**config.mk**
```make
export PLATFORM = sky130hd
export DESIGN_NAME = reg_writeback_unit
export DESIGN_NICKNAME = d
export VERILOG_FILES = /design/src/rtl/wb_pkg.sv /design/src/rtl/wb_fifo.sv /design/src/rtl/reg_writeback_unit.sv
export SDC_FILE = /design/constraint.sdc
export NUM_CORES = 1
export LEC_CHECK = 0
export CORE_UTILIZATION = 45
export DETAILED_ROUTE_END_ITERATION = 16
export PLACE_DENSITY = 0.77
export SLEW_MARGIN = 20
export SYNTH_ARGS = -nofsm -noshare
export SYNTH_HDL_FRONTEND = slang
export SYNTH_SLANG_ARGS = --single-unit
```
**constraint.sdc**
```tcl
create_clock -name clk -period 5.1 [get_ports clk]
set_input_delay 0.51 -clock clk [delete_from_list [all_inputs] [get_ports clk]]
set_output_delay 0.51 -clock clk [all_outputs]
set_load 0.1 [all_outputs]
```
**src/rtl/wb_pkg.sv**
```systemverilog
// rtl/wb_pkg.sv - shared encodings and defaults for the register writeback unit
package wb_pkg;

  localparam int DATA_W_DEF = 32;
  localparam int ADDR_W_DEF = 5;
  localparam int NUM_REGS   = 32;

  // RY source select; the reserved code behaves like the ALU path
  typedef enum logic [1:0] {
    SEL_ALU = 2'b00,
    SEL_MEM = 2'b01,
    SEL_RA  = 2'b10,
    SEL_RSV = 2'b11
  } wb_sel_e;

endpackage

```
**src/rtl/wb_fifo.sv**
```systemverilog
// rtl/wb_fifo.sv - small synchronous FIFO with occupancy count and flush
module wb_fifo #(
  parameter int  WIDTH = 37,
  parameter int  DEPTH = 2,
  localparam int PTR_W = (DEPTH > 1) ? $clog2(DEPTH) : 1,
  localparam int CNT_W = $clog2(DEPTH + 1)
) (
  input  logic             clk,
  input  logic             rst_n,
  input  logic             push,
  input  logic             pop,
  input  logic             flush,
  input  logic [WIDTH-1:0] din,
  output logic [WIDTH-1:0] dout,
  output logic [CNT_W-1:0] count,
  output logic             empty
);

  logic [WIDTH-1:0] mem [DEPTH];
  logic [PTR_W-1:0] rd_ptr;
  logic [PTR_W-1:0] wr_ptr;
  logic             full;
  logic             do_push;
  logic             do_pop;

  assign empty   = (count == '0);
  assign full    = (count == CNT_W'(DEPTH));
  assign do_pop  = pop & ~empty;
  // a full queue may still take a push when the head leaves in the same cycle
  assign do_push = push & (~full | do_pop);
  assign dout    = mem[rd_ptr];

  // pointer and occupancy bookkeeping; flush empties the queue at once
  always_ff @(posedge clk or negedge rst_n) begin
    if (!rst_n) begin
      rd_ptr <= '0;
      wr_ptr <= '0;
      count  <= '0;
    end else if (flush) begin
      rd_ptr <= '0;
      wr_ptr <= '0;
      count  <= '0;
    end else begin
      if (do_push) wr_ptr <= (wr_ptr == PTR_W'(DEPTH - 1)) ? '0 : wr_ptr + 1'b1;
      if (do_pop)  rd_ptr <= (rd_ptr == PTR_W'(DEPTH - 1)) ? '0 : rd_ptr + 1'b1;
      case ({do_push, do_pop})
        2'b10:   count <= count + 1'b1;
        2'b01:   count <= count - 1'b1;
        default: count <= count;
      endcase
    end
  end

  // entry storage; contents need no reset since count guards every read
  always_ff @(posedge clk) begin
    if (do_push && !flush) mem[wr_ptr] <= din;
  end

endmodule

```
**src/rtl/reg_writeback_unit.sv**
```systemverilog
// rtl/reg_writeback_unit.sv - queued register-file writeback with pending scoreboard
module reg_writeback_unit
  import wb_pkg::*;
#(
  parameter int DATA_W = DATA_W_DEF,
  parameter int ADDR_W = ADDR_W_DEF,
  parameter int DEPTH  = 2
) (
  input  logic                clk,
  input  logic                rst_n,
  input  logic                wb_valid,
  output logic                wb_ready,
  input  logic [ADDR_W-1:0]   wb_rdst,
  input  logic [1:0]          wb_sel,
  input  logic [DATA_W-1:0]   wb_alu,
  input  logic [DATA_W-1:0]   wb_mem,
  input  logic [DATA_W-1:0]   wb_ra,
  input  logic                claim_valid,
  input  logic [ADDR_W-1:0]   claim_rdst,
  input  logic                hold,
  input  logic                flush,
  output logic [ADDR_W-1:0]   Rdst,
  output logic [DATA_W-1:0]   RY,
  output logic                RF_WRITE,
  output logic [NUM_REGS-1:0] pending,
  output logic                err
);

  localparam int ENT_W = ADDR_W + DATA_W;
  localparam int CNT_W = $clog2(DEPTH + 1);
  localparam logic [NUM_REGS-1:0] ONE = {{(NUM_REGS - 1){1'b0}}, 1'b1};

  logic [DATA_W-1:0]   sel_data;
  logic [ENT_W-1:0]    fifo_dout;
  logic [CNT_W-1:0]    fifo_count;
  logic                fifo_empty;
  logic                accept;
  logic                bypass;
  logic                wr_valid;
  logic                wr_en;
  logic [ADDR_W-1:0]   wr_rdst;
  logic [DATA_W-1:0]   wr_data;
  logic [NUM_REGS-1:0] clr_mask;
  logic [NUM_REGS-1:0] claim_mask;
  logic [NUM_REGS-1:0] push_mask;
  logic                claim_err;
  logic                push_err;

  // RY source chosen at acceptance so the queue holds final write data
  always_comb begin
    sel_data = wb_alu;
    case (wb_sel_e'(wb_sel))
      SEL_MEM: sel_data = wb_mem;
      SEL_RA:  sel_data = wb_ra;
      default: sel_data = wb_alu;
    endcase
  end

  // ready depends only on registered occupancy
  assign wb_ready = (fifo_count < CNT_W'(DEPTH));
  assign accept   = wb_valid & wb_ready & ~flush;
  // an empty queue forwards the new result straight to the write stage
  assign bypass   = accept & fifo_empty & ~hold;
  assign wr_valid = ~flush & ~hold & (~fifo_empty | bypass);
  assign {wr_rdst, wr_data} = fifo_empty ? {wb_rdst, sel_data} : fifo_dout;
  // register 0 is never written
  assign wr_en    = wr_valid & (wr_rdst != '0);

  wb_fifo #(
    .WIDTH (ENT_W),
    .DEPTH (DEPTH)
  ) u_fifo (
    .clk   (clk),
    .rst_n (rst_n),
    .push  (accept & ~bypass),
    .pop   (~hold & ~flush),
    .flush (flush),
    .din   ({wb_rdst, sel_data}),
    .dout  (fifo_dout),
    .count (fifo_count),
    .empty (fifo_empty)
  );

  assign clr_mask   = wr_en ? (ONE << wr_rdst) : '0;
  assign claim_mask = (claim_valid && !flush && claim_rdst != '0) ? (ONE << claim_rdst) : '0;
  assign push_mask  = ONE << wb_rdst;
  // reclaiming a register that retires this very cycle is legal
  assign claim_err  = |(claim_mask & pending & ~clr_mask);
  assign push_err   = accept & (wb_rdst != '0) & ~|(pending & push_mask);

  // write port registers hold their last value between writes
  always_ff @(posedge clk or negedge rst_n) begin
    if (!rst_n) begin
      RF_WRITE <= 1'b0;
      Rdst     <= '0;
      RY       <= '0;
    end else begin
      RF_WRITE <= wr_en;
      if (wr_en) begin
        Rdst <= wr_rdst;
        RY   <= wr_data;
      end
    end
  end

  // scoreboard: retire clears, claim sets (set wins), bit 0 stays low; err is sticky
  always_ff @(posedge clk or negedge rst_n) begin
    if (!rst_n) begin
      pending <= '0;
      err     <= 1'b0;
    end else begin
      if (flush) pending <= '0;
      else       pending <= ((pending & ~clr_mask) | claim_mask) & ~ONE;
      if (claim_err || push_err) err <= 1'b1;
    end
  end

endmodule

```
==> results of run 1 <==
==> what timing repair did <==
item / CTS / global route
hold buffers: 0 / 1
hold endpoints to repair: 0 / 17
setup endpoints to repair: 0 / 0
buffers inserted: 0 / 0
==> cells in the mapped netlist (2+ instances only) <==
master and n:
a211oi_1 3, a21o_1 4, a21oi_1 70, a22o_1 3, a22oi_1 48, a31oi_1 2, a41oi_1 3, and3_1 4
buf_1 5, buf_6 2, clkbuf_1 45, dfrtp_1 74, edfxtp_1 74, ha_1 2, inv_1 9, mux2i_1 42
nand2_1 136, nand3_1 17, nand3b_1 3, nand4_1 6, nor2_1 58, nor2b_1 5, nor3_1 17, nor3_2 2
nor3b_1 2, nor4_1 6, nor4_4 2, nor4b_1 2, o211ai_1 4, o21ai_0 88, o31ai_1 3, or3_1 5
==> worst min-delay path by stage <==
stage / start / to / slack (ns) / depth (start not counted)
6_report: flush / u_fifo.rd_ptr / 0.35 / 2
3_3_place_gp: RY[14] / RY[14] / 0.46 / 2
4_1_cts: rst_n / RY[6] / 0.29 / 1
2_1_floorplan: rst_n / RF_WRITE / 0.21 / 0
3_5_place_dp: RY[27] / RY[27] / 0.47 / 2
5_1_grt: flush / u_fifo.rd_ptr / 0.36 / 2
==> layout make-up <==
cell class	instances	share of cell area, %
Sequential cell	148	40.0
Multi-Input combinational cell	563	31.6
Timing Repair Buffer	200	19.5
Clock buffer	18	4.32
Tap cell	216	2.66
Clock inverter	14	1.50
Inverter	9	0.332
==> power breakdown <==
group | switching, W | internal [W] | total (W)
clock | 0.000513 | 0.000738 | 0.00125
combinational | 0.000809 | 0.000292 | 0.00110
sequential | 0.0000520 | 0.00136 | 0.00141
==> critical path, cell delays in order <==
cell	delay, ns
clkdlybuf4s50_1	0.75
nor3_1	0.35
a21oi_1	0.16
nor3_1	0.53
a31o_2	0.62
buf_4	0.36
nand2_1	0.12
o21ai_0	0.13
==> stage by stage <==
stage / util (%) / std cells / hold WS (ns) / area, um2
finish: 63.4 / 1168 / 0.347 / 10200
global route: 63.4 / 1168 / 0.360 / 10200
CTS: 63.1 / 1166 / 0.287 / 10100
detailed placement: 59.4 / 1134 / 0.472 / 9540
global placement: 59.4 / 1134 / 0.462 / 9540
floorplan: - / 774 / 0.214 / 7510
==> sequential cells by signal, summed over array words and instances (netlist names) <==
register	cells
RF_WRITE	1
RY	32
err	1
u_fifo.count	2
pending	31
Rdst	5
u_fifo.rd_ptr	1
u_fifo.mem	74
u_fifo.wr_ptr	1
==> kinds of logic after synthesis <==
family / after synthesis
AO/OA/AOI/OAI: 239
other: 1
adder cells (fa/ha/maj): 2
flip-flops: 148
XOR/XNOR: 1
AND/OR/NAND/NOR: 276
buffers and inverters: 63
multiplexers: 44
==> per-layer routing <==
layer / share of wire [%] / global-route usage (%) / vias to the layer above
met3: 7.8 / 7.26 / 50
met2: 48 / 42.7 / 299
met5: 0 / 0 / -
li1: - / - / 3159
met4: 2.7 / 10.9 / 0
met1: 42 / 35.4 / 3240
==> summary.md, run 1 <==
| Metric | Value |
|---|---|
| Outcome | `completed` |
| CP max FO | `26` |
| Netlist cell types | `60` |
| Initial Util | `46.7%` |
| Reg2Reg Depth | `7` |
| Largest net degree at the start of global routing | `75` |
| Worst EP required | `5.42 ns` |
| Area delta synth->final | `35.7%` |
| Clk Latency, worst-skew pair | `0.43 ns` |
| Most common cell after layout, fill and taps aside | `clkdlybuf4s50_1` |
| Iteration-0 DRC Markers | `777` |
| Fin crit period | `3.22 ns` |
| Max_cap viols | `0` |
| Register area share after synthesis | `54.3%` |
| Final setup violation count | `0` |
| Worst-path clk slew | `0.06 ns` |
| Antenna cells | `0` |
| # IOs | `186` |
| Register area | `0.00408 mm2` |
| Slew headroom | `28.9%` |
| Max-slew violation count | `0` |
| Worst slack, placed | `1.53 ns` |
| Synth Register Bits | `148` |
| Max Clk Rate | `0.311 GHz` |
| Reg2Reg Launch Point | `u_fifo.count[1]` |
| Synth Area in Adders | `0.334%` |
| NumNets Final | `1055` |
| Vias per cell | `5.78` |
| Most frequent cells in the layout | `clkdlybuf4s50_1, nand2_1, o21ai_0` |
| Die H | `131 um` |
| XOR/XNOR Fraction of Synth Area | `0.117%` |
| CTS Sinks | `148` |
| Worst setup EP type | `flop` |
| Routed Antenna Nets | `0` |
| Post-synthesis mux area share | `5.96%` |
| Clock Skew | `0.00901 ns` |
| Routability congestion estimate | `1.02` |
| Pwr dens | `369 mW/mm2` |
| Worst setup startpoint | `wb_rdst[1]` |
| H-tree lvl count | `4` |
| Syn Std Cell Area | `0.00750 mm2` |
| Critical path startpoint category | `input pin` |
| TritonCTS buffer count | `17` |
| Post-Syn Instances | `774` |
| Total chip power | `0.00376 W` |
| Vias in the first global route | `6415` |
| Syn nets | `890` |
| Synth area leader | `edfxtp_1` |
| TritonCTS clock tree | `built` |
| Port bufs | `184` |
| Synth Area in Simple Gates | `16.9%` |
| Initial antenna violation count | `0` |
| Die Area | `0.0172 mm2` |
| Cts repair resizes | `0` |
| Hold Crit Class | `input pin to flop` |
| Top cells by area, synth | `edfxtp_1, dfrtp_1, nand2_1` |
| Post-layout worst setup margin | `1.88 ns` |
| Layout filler cell count | `1305` |
| Syn avg cell area | `9.69 um2` |
| Core area | `0.0161 mm2` |
| Kind of critical path | `input pin to flop` |
| Synth Flop Type | `edfxtp_1` |
| Synth Area in Compound Gates | `18.9%` |
| Critical Path Sink | `Rdst[1]` |
| Chip Width | `131 um` |
| Max IR drop VDD | `0.353 mV` |
| Largest family of logic cells by synthesized area | `compound AO/OA/AOI/OAI gates` |
| Share of cells above drive strength 1 | `6.93%` |
| RSZ-0062 raised after global routing | `false` |
| Routed WL per cell | `19.1 um` |
| Post-DP HPWL | `15.6 mm` |
| Clock Tree Buf Depth | `2` |
| Total GRT Usage | `27.0%` |
| Overflow left after global routing | `0` |
| Post-synth EDFFs | `74` |
| First-pass GRT wire length | `34.5 mm` |
| Synth top area share | `29.6%` |
| Final hold violations | `0` |
| Routed vias | `6748` |
| FF-to-FF setup slack | `1.96 ns` |
| Ys Warns | `0` |
| Clk Tree Root Cell | `clkbuf_16` |
| Pre-antenna DRT Iters | `7` |
| Setup TNS | `0 ns` |
| Critical Path AT | `3.54 ns` |
| Footprint of the multi-input gates | `0.00322 mm2` |
| Worst R2R End | `Rdst[1]` |
| Routed WL | `22.3 mm` |
| FFs w/ async S/R, synth | `50.0%` |
| Drt drc | `0` |
| Fin crit share | `63.1%` |
| Actual slew at the worst max-slew pin | `1.06 ns` |
| Leakage | `3.68 nW` |
| Core Rows | `46` |
Power figures use the tool's default switching activity.
==> run 2: changes to the inputs <==
Clock period 5.1 ns to 2.6 ns, I/O delays scaled along.
==> run 2 against run 1 <==
Clock-buffer cell count is 2 higher. Global-route usage increased by 1.8 points. First-iteration DRC count decreased by 14%. Final cell count increased by 5.3%. Largest cell class unchanged. Clock power up 78%.
==> summary.md, run 2 (same netlist as run 1, synthesis figures left out) <==
| Metric | Value |
|---|---|
| Final hold violations | `0` |
| Setup TNS | `0 ns` |
| Actual slew at the worst max-slew pin | `0.733 ns` |
| Clock Tree Buf Depth | `2` |
| NumNets Final | `1117` |
| # IOs | `186` |
| Largest net degree at the start of global routing | `68` |
| First-pass GRT wire length | `36.7 mm` |
| CP max FO | `9` |
| Core Rows | `46` |
| Chip Width | `131 um` |
| GR peak layer | `met2` |
| Routed vias | `7040` |
| Fin crit period | `2.49 ns` |
| Post-DP HPWL | `17.1 mm` |
| Initial Util | `46.7%` |
| H-tree lvl count | `4` |
| Top Registers | `u_fifo.mem: 74 flops, RY: 32 flops, pending: 31 flops` |
| GR Layer Usage met2 | `44.9%` |
| Post-layout worst setup margin | `0.110 ns` |
| Drt drc | `0` |
| Slew headroom | `51.1%` |
| Clk Latency, worst-skew pair | `0.43 ns` |
| Routed WL | `23.8 mm` |
| Routed Antenna Nets | `0` |
| Max IR drop VDD | `0.491 mV` |
| Kind of critical path | `flop to flop` |
| Clock Skew | `0.0106 ns` |
| Initial antenna violation count | `0` |
| Die Area | `0.0172 mm2` |
| Worst-path clk slew | `0.07 ns` |
| Share of cells above drive strength 1 | `20.3%` |
| Worst slack, placed | `-0.102 ns` |
| Critical path startpoint category | `flop` |
| TritonCTS clock tree | `built` |
| Overflow left after global routing | `0` |
| Max FFs per register | `74` |
| Antenna cells | `0` |
| Clk Tree Root Cell | `clkbuf_16` |
| Core area | `0.0161 mm2` |
| Pwr dens | `686 mW/mm2` |
| Port bufs | `184` |
| Max_cap viols | `0` |
| Area delta synth->final | `40.0%` |
| Most frequent cells in the layout | `buf_4, nand2_1, clkdlybuf4s50_1` |
| Routability congestion estimate | `1.02` |
| Vias per cell | `5.72` |
| Hold Crit Class | `input pin to flop` |
| Max Clk Rate | `0.402 GHz` |
| Non-Filler Cell Area, Final | `0.0105 mm2` |
| Largest Register | `u_fifo.mem` |
| Outcome | `completed` |
| Vias in the first global route | `6744` |
| Global Route met3 Usage | `7.71%` |
| Die H | `131 um` |
| Total chip power | `0.00720 W` |
| TritonCTS buffer count | `17` |
| Worst EP required | `2.89 ns` |
| Post-DP Area | `0.00986 mm2` |
| Routed WL per cell | `19.4 um` |
| Total GRT Usage | `28.8%` |
| Leakage | `4.11 nW` |
| Iteration-0 DRC Markers | `670` |
| Fin crit share | `95.8%` |
| Critical Path AT | `2.78 ns` |
| Most common cell after layout, fill and taps aside | `buf_4` |
| Pre-antenna DRT Iters | `5` |
| CTS Sinks | `148` |
| Met1 Usage GRT | `37.9%` |
| Final setup violation count | `0` |
| Layout filler cell count | `1296` |
| Worst setup EP type | `flop` |
| Max-slew violation count | `0` |
run 2: cell types whose count changed in the layout (fill, tap and decap cells not counted), sizes merged:
cell / change
bufinv: -2
clkdlybuf4s50: -71
clkbuf: +3
buf: +132
run 2: where the power goes:
part           switching, W  leakage (nW)  internal (W)  total [W]
clock network      0.000990         0.250       0.00124    0.00223
logic               0.00162          2.20      0.000588    0.00221
registers         0.0000970          1.66       0.00266    0.00276
total               0.00270          4.11       0.00449    0.00720
run 2: cell type report:
type	count	area, um2	share of cell area [%]
clock buffer	20	447	4.26
clock inverter	12	81.3	0.775
inverter	9	33.8	0.322
multi-input combinational	563	3290	31.3
sequential	148	4080	38.8
tap	216	270	2.57
timing repair buffer	262	2300	22.0
run 2: final timing paths:
check	start	end	slack, ns	cells after the start
max	u_fifo.rd_ptr	err	0.11	10
min in group asynchronous	rst_n	RY[1]	0.45	2
min reg2reg	Rdst[3]	Rdst[3]	0.48	2
min	flush	pending[14]	0.42	3
max reg2reg	u_fifo.rd_ptr	err	0.11	10
max in group asynchronous	rst_n	RY[15]	1.56	3
run 2: per-stage QoR:
| step | instances | hold slack [ns] | util (%) |
|---|---|---|---|
| 4_1_cts | 1226 | 0.392 | 64.8 |
| 3_3_place_gp | 1193 | 0.368 | 61.4 |
| 6_report | 1230 | 0.418 | 65.4 |
| 5_1_grt | 1230 | 0.415 | 65.4 |
| 3_5_place_dp | 1193 | 0.369 | 61.4 |
| 2_1_floorplan | 774 | -0.0356 | - |
run 2: worst max-delay path, cell delays in order, from the launching register on:
cell,delay [ns]
dfrtp_2,0.52
mux2i_4,0.36
a32oi_2,0.17
nor2_1,0.11
buf_4,0.18
a21oi_1,0.10
o21ai_1,0.17
buf_4,0.15
o2111ai_2,0.16
nor4_2,0.31
nand4_1,0.10
run 2: metal layers:
metal | wire [um] | vias to the layer above | share of wire [%]
met5 | 0 | - | 0
met4 | 760 | 0 | 3.2
met3 | 2010 | 58 | 8.5
met2 | 11100 | 326 | 47
met1 | 9930 | 3370 | 42
li1 | - | 3286 | -
run 2: what timing repair did:
item | CTS | global route
hold endpoints to repair | 51 | 0
hold buffers | 1 | 0
pin swaps | 0 | 4
buffers inserted | 0 | 4
gates resized for setup | 1 | 15
endpoints found under the setup margin | 1 | 1
==> run 3: changes to the inputs <==
Settings changed: CORE_MARGIN set to 1.5, CORE_UTILIZATION 45 to 50, PLACE_DENSITY 0.77 to 0.81, REMOVE_ABC_BUFFERS set to 1.
Clock period 2.6 ns to 2.5 ns, I/O delays scaled along.
==> run 3 against run 2 <==
Non-clock buffer count up 19. Clock-buffer cell count is 4 higher. Worst hold slack got worse by 0.070 ns. Clock power increased by 20%. Setup slack worse by 0.068 ns. Register-to-register slack got worse by 0.07 ns. Power increased by 9.6%. Sequential power increased by 4%. First-iteration DRC count rose by 3.3%. Critical path type unchanged. Highest routed layer unchanged.
==> summary.md, run 3 (same netlist as run 1, synthesis figures left out) <==
| Metric | Value |
|---|---|
| Part of the power in registers | `36.3%` |
| Cell Int Power | `0.00504 W` |
| Max IR drop VDD | `0.533 mV` |
| Overflow left after global routing | `0` |
| Outcome | `completed` |
| Clock Skew | `0.0120 ns` |
| Core Rows | `44` |
| Chip Width | `125 um` |
| Initial antenna violation count | `0` |
| # IOs | `186` |
| NumNets Final | `1136` |
| Net Switching | `0.00285 W` |
| Worst-path clk slew | `0.07 ns` |
| Top Registers | `u_fifo.mem: 74 flops, RY: 32 flops, pending: 31 flops` |
| Max_cap viols | `0` |
| H-tree lvl count | `4` |
| Share of cells above drive strength 1 | `22.7%` |
| GR Layer Usage met2 | `47.4%` |
| Iteration-0 DRC Markers | `692` |
| Routed vias | `7110` |
| Comb power frac | `29.7%` |
| Critical Path AT | `2.76 ns` |
| Most common cell after layout, fill and taps aside | `buf_4` |
| Critical path startpoint category | `flop` |
| Drt drc | `0` |
| Setup TNS | `0 ns` |
| Clk Tree Root Cell | `clkbuf_16` |
| Largest Register | `u_fifo.mem` |
| Pre-antenna DRT Iters | `7` |
| Leakage | `4.30 nW` |
| Post-DP HPWL | `16.1 mm` |
| Final hold violations | `0` |
| Fin crit share | `98.3%` |
| Initial Util | `51.4%` |
| Fin crit period | `2.46 ns` |
| Area delta synth->final | `44.1%` |
| First-pass GRT wire length | `36.2 mm` |
| Global Route met3 Usage | `6.20%` |
| Vias in the first global route | `6904` |
| Largest net degree at the start of global routing | `68` |
| Final setup violation count | `0` |
| Kind of critical path | `flop to flop` |
| Antenna cells | `0` |
| Slew headroom | `54.7%` |
| RSZ-0062 raised after global routing | `true` |
| Most frequent cells in the layout | `buf_4, nand2_1, clkdlybuf4s50_1` |
| Actual slew at the worst max-slew pin | `0.679 ns` |
| Post-DP Area | `0.00995 mm2` |
| Clock Tree Buf Depth | `2` |
| Routability congestion estimate | `0.969` |
| Clk Latency, worst-skew pair | `0.44 ns` |
| Worst setup EP type | `flop` |
| Total GRT Usage | `29.5%` |
| Pwr dens | `730 mW/mm2` |
| Routed Antenna Nets | `0` |
| Port bufs | `184` |
| Die Area | `0.0157 mm2` |
| Met1 Usage GRT | `39.2%` |
| Max FFs per register | `74` |
| Reg2Reg Depth | `10` |
| Total chip power | `0.00789 W` |
| Routed WL | `23.3 mm` |
| Worst EP required | `2.80 ns` |
| Routed WL per cell | `19.1 um` |
| Die H | `125 um` |
| GR peak layer | `met2` |
| CP max FO | `9` |
| Core area | `0.0146 mm2` |
| Hold Crit Class | `input pin to asynchronous set/reset pin` |
| Share of total power in the clock network | `34.0%` |
| Max Clk Rate | `0.407 GHz` |
| CTS Sinks | `148` |
| Max-slew violation count | `0` |
| TritonCTS clock tree | `built` |
| Utilization after layout | `74.1%` |
| Sw Ratio | `36.2%` |
| TritonCTS buffer count | `17` |
| Vias per cell | `5.84` |
| Non-Filler Cell Area, Final | `0.0108 mm2` |
run 3: cell count changes in the layout (fill, tap and decap cells not counted), sizes merged:
cell           before  now
buf               149  168
clkinv              5    0
inv                12   16
clkbuf             21   24
clkinvlp            4    1
clkdlybuf4s50     111  112
run 3: area by class of cell:
cell class | instances | area (um2)
clock buffer | 24 | 568
clock inverter | 8 | 66.3
fill | 1046 | 3780
inverter | 9 | 33.8
multi-input combinational | 563 | 3340
sequential | 148 | 4080
tap | 184 | 230
timing repair buffer | 281 | 2490
run 3: routing by layer:
metal	up-vias	share of wire [%]
met1	3411	42
li1	3327	-
met4	0	2.6
met2	309	49
met3	63	6.8
met5	-	0
run 3: worst max-delay path, cell delays in order, from the launching register on:
cell	delay [ns]
dfrtp_2	0.43
buf_4	0.16
mux2i_4	0.20
mux2_4	0.31
nor4_4	0.13
buf_4	0.22
nand2_2	0.07
a31o_1	0.21
and3_1	0.19
nor4_2	0.28
nand4_1	0.12
run 3: repair_timing:
item | CTS | global route
buffers inserted | 0 | 6
endpoints found under the setup margin | 34 | 1
gates cloned | 0 | 0
hold buffers | 1 | 0
endpoints found under the hold margin | 37 | 0
pin swaps | 0 | 7
resized for setup | 5 | 27
run 3: final timing paths:
kind | from | endpoint | slack [ns]
setup / recovery | u_fifo.rd_ptr | err | 0.04
hold / removal | rst_n | RY[14] | 0.35
setup reg to reg | u_fifo.rd_ptr | err | 0.04
hold reg to reg | Rdst[4] | Rdst[4] | 0.48
max in group asynchronous | rst_n | pending[2] | 1.53
min in group clk | Rdst[4] | Rdst[4] | 0.48
run 3: through the flow:
stage | setup slack (ns) | std cells | hold slack (ns)
2_1_floorplan | -2.64 | 720 | -0.0456
3_3_place_gp | -0.127 | 1178 | 0.264
3_5_place_dp | -0.166 | 1178 | 0.267
4_1_cts | 0.0324 | 1211 | 0.346
5_1_grt | -0.0861 | 1217 | 0.411
6_report | 0.0417 | 1217 | 0.349
run 3: power groups by stage:
stage	Clock, W	Sequential (W)	Combinational [W]
5_1_grt	0.00280	0.00288	0.00246
2_1_floorplan	0	0.00394	0.000458
6_report	0.00268	0.00286	0.00235
4_1_cts	0.00270	0.00287	0.00230
3_5_place_dp	0	0.00291	0.00228
3_3_place_gp	0	0.00290	0.00225
